==> config.mk <==
export PLATFORM = sky130hd
export DESIGN_NAME = td4_run_ctrl
export DESIGN_NICKNAME = d
export VERILOG_FILES = /design/src/rtl/td4_run_ctrl.sv
export SDC_FILE = /design/constraint.sdc
export NUM_CORES = 1
export LEC_CHECK = 0
export CORE_AREA = 3 3 63 77
export DETAILED_ROUTE_END_ITERATION = 12
export DIE_AREA = 0 0 66 80
export PLACE_DENSITY = 0.74
export SETUP_SLACK_MARGIN = 0.02
export SLEW_MARGIN = 5
export SYNTH_ARGS = -nofsm -noshare
export SYNTH_HDL_FRONTEND = slang
export SYNTH_SLANG_ARGS = --single-unit
==> constraint.sdc <==
create_clock -name i_clk -period 1.9 [get_ports i_clk]
set_input_delay 0.19 -clock i_clk [delete_from_list [all_inputs] [get_ports i_clk]]
set_output_delay 0.19 -clock i_clk [all_outputs]
set_load 0.1 [all_outputs]
==> src/rtl/td4_run_ctrl.sv <==
// TD4 execution controller: gates the core clock enable in HALT/RUN/STEP/BRK modes.
// o_ce is combinational from state and inputs; button edges act one cycle after sampling.
module td4_run_ctrl #(
    parameter int DIVW = 8,
    parameter int ICW  = 16
) (
    input  logic            i_clk,
    input  logic            i_rst,
    input  logic            i_start,
    input  logic            i_stop,
    input  logic            i_step,
    input  logic [DIVW-1:0] i_div,
    input  logic            i_bp_en,
    input  logic [3:0]      i_bp_addr,
    input  logic [3:0]      i_pc,
    output logic            o_ce,
    output logic            o_running,
    output logic            o_bp_hit,
    output logic [ICW-1:0]  o_icount
);

    typedef enum logic [1:0] {
        S_HALT = 2'd0,
        S_RUN  = 2'd1,
        S_STEP = 2'd2,
        S_BRK  = 2'd3
    } state_t;

    state_t          r_state;
    state_t          w_state_nxt;
    logic [DIVW-1:0] r_cnt;
    logic [DIVW-1:0] w_cnt_nxt;
    logic            r_skip;
    logic            w_skip_nxt;
    logic            r_start_d;
    logic            r_stop_d;
    logic            r_step_d;
    logic [ICW-1:0]  r_icount;
    logic            w_ce;

    logic w_start_ev;
    logic w_stop_ev;
    logic w_step_ev;
    logic w_fire;
    logic w_hit;

    assign w_start_ev = i_start & ~r_start_d;
    assign w_stop_ev  = i_stop  & ~r_stop_d;
    assign w_step_ev  = i_step  & ~r_step_d;
    // >= rather than == so a DIV lowered below the running count fires at once
    assign w_fire     = (r_cnt >= i_div);
    assign w_hit      = i_bp_en & (i_pc == i_bp_addr) & ~r_skip;

    always_comb begin
        w_state_nxt = r_state;
        w_cnt_nxt   = r_cnt;
        w_skip_nxt  = r_skip;
        w_ce        = 1'b0;
        case (r_state)
            S_HALT: begin
                if (!w_stop_ev) begin
                    if (w_start_ev) begin
                        w_state_nxt = S_RUN;
                        w_cnt_nxt   = '0;
                        w_skip_nxt  = 1'b0;
                    end else if (w_step_ev) begin
                        w_state_nxt = S_STEP;
                    end
                end
            end
            S_RUN: begin
                if (w_stop_ev) begin
                    w_state_nxt = S_HALT;
                end else if (w_fire) begin
                    w_cnt_nxt = '0;
                    if (w_hit) begin
                        w_state_nxt = S_BRK;
                    end else begin
                        w_ce       = 1'b1;
                        w_skip_nxt = 1'b0;
                    end
                end else begin
                    w_cnt_nxt = r_cnt + DIVW'(1);
                end
            end
            S_STEP: begin
                w_ce        = 1'b1;
                w_skip_nxt  = 1'b0;
                w_state_nxt = S_HALT;
            end
            S_BRK: begin
                if (w_stop_ev) begin
                    w_state_nxt = S_HALT;
                end else if (w_start_ev) begin
                    // resume must execute the instruction parked at the breakpoint
                    w_state_nxt = S_RUN;
                    w_cnt_nxt   = '0;
                    w_skip_nxt  = 1'b1;
                end else if (w_step_ev) begin
                    w_state_nxt = S_STEP;
                end
            end
            default: w_state_nxt = S_HALT;
        endcase
    end

    always_ff @(posedge i_clk or posedge i_rst) begin
        if (i_rst) begin
            r_state   <= S_HALT;
            r_cnt     <= '0;
            r_skip    <= 1'b0;
            r_start_d <= 1'b1;
            r_stop_d  <= 1'b1;
            r_step_d  <= 1'b1;
            r_icount  <= '0;
        end else begin
            r_state   <= w_state_nxt;
            r_cnt     <= w_cnt_nxt;
            r_skip    <= w_skip_nxt;
            r_start_d <= i_start;
            r_stop_d  <= i_stop;
            r_step_d  <= i_step;
            if (w_ce) begin
                r_icount <= r_icount + ICW'(1);
            end
        end
    end

    assign o_ce      = w_ce;
    assign o_running = (r_state == S_RUN);
    assign o_bp_hit  = (r_state == S_BRK);
    assign o_icount  = r_icount;

endmodule

==> impl_metrics.prom <==
# TYPE chip_impl_metric gauge
chip_impl_metric{name="drc_errors",unit=""} 0
chip_impl_metric{name="routed_wire_length_per_instance",unit="µm"} 13.72
chip_impl_metric{name="finalSetupViolCount",unit=""} 25
chip_impl_metric{name="cts-htree-levels",unit=""} 2
chip_impl_info{name="postSynth.topFlopCell",value="dfrtp_1"} 1
chip_impl_metric{name="peakVddDrop",unit="µV"} 1311
chip_impl_metric{name="syn_area_per_cell",unit="µm²"} 9.902
chip_impl_metric{name="final.hold.worst_slack",unit="ns"} 0.2692
chip_impl_metric{name="place_hpwl",unit="mm"} 3.083
chip_impl_metric{name="yosys_register_bits",unit=""} 30
chip_impl_info{name="run_status",value="finished, violations left"} 1
chip_impl_info{name="cts.root.buffer_cell",value="clkbuf_8"} 1
chip_impl_metric{name="totalNegativeSetupSlack",unit="ns"} -4.436
chip_impl_metric{name="route.antenna.remaining_nets",unit=""} 0
chip_impl_metric{name="floorplan.initialDensity",unit="%"} 43.89
chip_impl_info{name="critical-path-slowest-cell",value="dfrtp_1"} 1
chip_impl_metric{name="post_synthesis_compound_gate_area_fraction",unit="%"} 12.30
chip_impl_metric{name="worst_pin_slew",unit="ns"} 0.3893
chip_impl_metric{name="worst_clock_skew",unit="ns"} 0.006188
chip_impl_metric{name="ys_seq_area_share",unit="%"} 40.96
chip_impl_metric{name="cts.hold.buffers_added",unit=""} 0
chip_impl_metric{name="number_of_distinct_library_cells_after_synthesis",unit=""} 36
chip_impl_info{name="setup.worst_path.start_class",value="flop"} 1
chip_impl_info{name="r2r-start",value="r_cnt[2]$_DFFE_PP0P_"} 1
chip_impl_metric{name="via_count",unit=""} 1651
chip_impl_metric{name="fin_ws",unit="ns"} -0.3788
chip_impl_metric{name="maxCapViolCount",unit=""} 0
chip_impl_info{name="synth_top_cell_by_area",value="dfrtp_1"} 1
chip_impl_info{name="synth_top_family_by_area",value="simple AND/OR/NAND/NOR gates"} 1
chip_impl_info{name="tritoncts",value="yes"} 1
chip_impl_info{name="violations_in_the_final_reports",value="setup timing"} 1
chip_impl_metric{name="grt.overflow.total",unit=""} 0
chip_impl_metric{name="grt_max_degree",unit=""} 31
chip_impl_metric{name="viasPerCell",unit=""} 5.111
chip_impl_metric{name="async_flop_share",unit="%"} 100.0
chip_impl_metric{name="finalNonFillerCells",unit=""} 323
chip_impl_metric{name="cts.reportedPaths.clkPinSlew",unit="ns"} 0.07
chip_impl_metric{name="muxShareOfSynthArea",unit="%"} 2.921
chip_impl_metric{name="first_pass_iters",unit=""} 7
chip_impl_metric{name="hold_violations",unit=""} 0
chip_impl_metric{name="die_w",unit="µm"} 66
chip_impl_metric{name="synthesis.instances",unit=""} 186
chip_impl_metric{name="numClockSinks",unit=""} 30
chip_impl_metric{name="syn_nets",unit=""} 223
chip_impl_metric{name="area.growth.synth_to_final",unit="%"} 55.84
chip_impl_metric{name="routed_wirelength",unit="mm"} 4.431
chip_impl_metric{name="clock.fmax",unit="GHz"} 0.4388
chip_impl_metric{name="cts_made_buffers",unit=""} 5
chip_impl_metric{name="diode_count",unit=""} 0
chip_impl_info{name="rsz_0062_raised_after_global_routing",value="true"} 1
chip_impl_info{name="path_class",value="reg2out"} 1
chip_impl_metric{name="synth_top_area_share",unit="%"} 36.68
chip_impl_metric{name="pre_cts_ws",unit="ns"} -0.5726
chip_impl_metric{name="cp_data_required_time",unit="ns"} 1.71
chip_impl_metric{name="io_pins",unit=""} 41
chip_impl_metric{name="antenna_violations_before_repair",unit=""} 0
chip_impl_info{name="worstPathCellList",value="ha_1 > and3_4 > a221oi_4 > o21ai_2 > a41oi_4 > clkinvlp_4 > buf_12"} 1
chip_impl_metric{name="area_of_the_placeable_core",unit="µm²"} 4197
chip_impl_info{name="cpLargestDelayFamily",value="compound AO/OA/AOI/OAI gates"} 1
chip_impl_info{name="synthMostInstantiatedCell",value="dfrtp_1"} 1
chip_impl_metric{name="drt_iter0_markers",unit=""} 52
chip_impl_metric{name="cpPeakStageDelay",unit="ns"} 0.39
chip_impl_metric{name="p_leak",unit="nW"} 1.403
chip_impl_metric{name="period_share",unit="%"} 119.9
chip_impl_info{name="synth_commonest_cells",value="dfrtp_1 (27), nand2_1 (17), ha_1 (15), inv_1 (15), xor2_1 (15)"} 1
chip_impl_metric{name="worst-path-max-fanout",unit=""} 2
chip_impl_metric{name="first_global_vias",unit=""} 1629
chip_impl_metric{name="clk-insertion-delay-late",unit="ns"} 0.29
chip_impl_metric{name="io_buffers",unit=""} 40
chip_impl_metric{name="cts_buffer_depth",unit=""} 2
chip_impl_metric{name="place.gp.congestion",unit=""} 0.7809
chip_impl_metric{name="stdcell_area",unit="µm²"} 2870
chip_impl_metric{name="synth_warnings",unit=""} 0
chip_impl_metric{name="grt_first_pass_wirelength",unit="mm"} 6.941
chip_impl_metric{name="placed_area",unit="µm²"} 2531
chip_impl_metric{name="worst_r2r_path_depth",unit=""} 10
chip_impl_metric{name="drive_gt1_share",unit="%"} 39.70
chip_impl_metric{name="post_synthesis_share_of_cell_area_spent_on_full_adders_half_adders_and_majority_gates",unit="%"} 10.19
chip_impl_metric{name="yosys.area_share.simple",unit="%"} 20.92
chip_impl_info{name="timing.critical_path.to_type",value="output port"} 1
chip_impl_metric{name="timing.critical_path.arrival",unit="ns"} 2.09
chip_impl_info{name="synth.area.top_cells",value="dfrtp_1 (37%), ha_1 (10%), xor2_1 (7.1%)"} 1
chip_impl_metric{name="timing.critical_path.buf_inv",unit=""} 2
chip_impl_metric{name="placement_rows",unit=""} 26
chip_impl_metric{name="globalRouteTotalUtil",unit="%"} 17.21
chip_impl_metric{name="power_per_cell_area",unit="nW/µm²"} 1119
chip_impl_info{name="worst_hold_path_type",value="in2async"} 1
chip_impl_metric{name="fin_util",unit="%"} 68.40
chip_impl_metric{name="final-max-slew-violation-count",unit=""} 0
chip_impl_metric{name="synth.cell_area",unit="µm²"} 1842
chip_impl_metric{name="floorplan.die.height",unit="µm"} 80
chip_impl_metric{name="fp.dieArea",unit="µm²"} 5280
chip_impl_metric{name="worst_slew_margin_rel",unit="%"} 73.98
chip_impl_metric{name="rrSetupSlack",unit="ns"} -0.31
chip_impl_metric{name="design.final.nets",unit=""} 303
chip_impl_metric{name="post-layout-total-power",unit="mW"} 3.213
chip_impl_info{name="regToRegEndpoint",value="o_icount[10]$_DFFE_PP0P_"} 1
chip_impl_metric{name="synth-xor-area-share",unit="%"} 9.035
chip_impl_metric{name="period_minus_slack",unit="ns"} 2.279
chip_impl_metric{name="dp_cells",unit=""} 308
chip_impl_metric{name="synth-edff-count",unit=""} 0
==> per-layer routing <==
metal  vias to the layer above  global-route usage (%)  wire length [µm]
li1                        807                       -                 -
met1                       781                   19.12              1806
met2                        55                   29.99              2300
met3                         8                   5.211               257
met4                         0                   7.317                66
met5                         -                       0                 0
==> worst min-delay path, delay by kind of cell <==
kind     cells  cell delay (ns)
buf+inv      3             0.78
==> sequential cells by signal, indices dropped and copies added, names as in the netlist <==
signal,flops
r_stop_d,1
r_state,2
r_skip,1
r_step_d,1
r_cnt,8
r_start_d,1
o_icount,16
==> worst max-delay path by stage <==
stage               cells past startpoint  slack (ns)                       end                  from
CTS                                     7       -0.48                      o_ce  r_cnt[4]$_DFFE_PP0P_
global placement                       10       -0.52   o_icount[9]$_DFFE_PP0P_              i_div[6]
detailed placement                     10       -0.57  o_icount[13]$_DFFE_PP0P_              i_div[6]
floorplan                               7       -0.33                      o_ce  r_cnt[4]$_DFFE_PP0P_
global route                            7       -0.45                      o_ce  r_cnt[7]$_DFFE_PP0P_
finish                                  7       -0.38                      o_ce  r_cnt[5]$_DFFE_PP0P_
==> where the power goes <==
group,switching [mW],total (mW),internal (mW)
combinational,1.06,1.83,0.779
clock,0.248,0.540,0.292
sequential,0.0960,0.838,0.742
==> placed cells by master (no fill, tap or decap), types with 8 or more instances in the layout <==
cell             count
ha_1                10
inv_1               13
buf_4               45
nand3_1             10
clkdlybuf4s50_1     19
nor2_1              10
o21ai_1              8
nand2_1             16
dfrtp_1             18
xor2_1              15
==> kinds of logic (layout without fill, tap and decap cells) <==
logic type      after synthesis  in the layout
compound gates               32             32
xor+xnor                     19             19
fa+ha+maj                    15             15
buf+inv                      16             97
flops                        30             30
mux                           5              5
simple gates                 69             69
==> repair_timing <==
item / 4_1_cts / 5_1_grt
endpoints found under the setup margin: 24 / 28
resized for setup: 17 / 24
pin swaps: 12 / 19
setup buffers: 3 / 5
==> area by class of cell <==
cell class	instances	area, µm²
clock inverter	1	5.005
tap	56	70.07
inverter	15	60.06
fill	316	1326
clock buffer	7	86.33
timing repair buffer	74	670.6
multi-input combinational	140	1202
sequential	30	775.7
No activity file was read; power rests on OpenSTA's default activity.
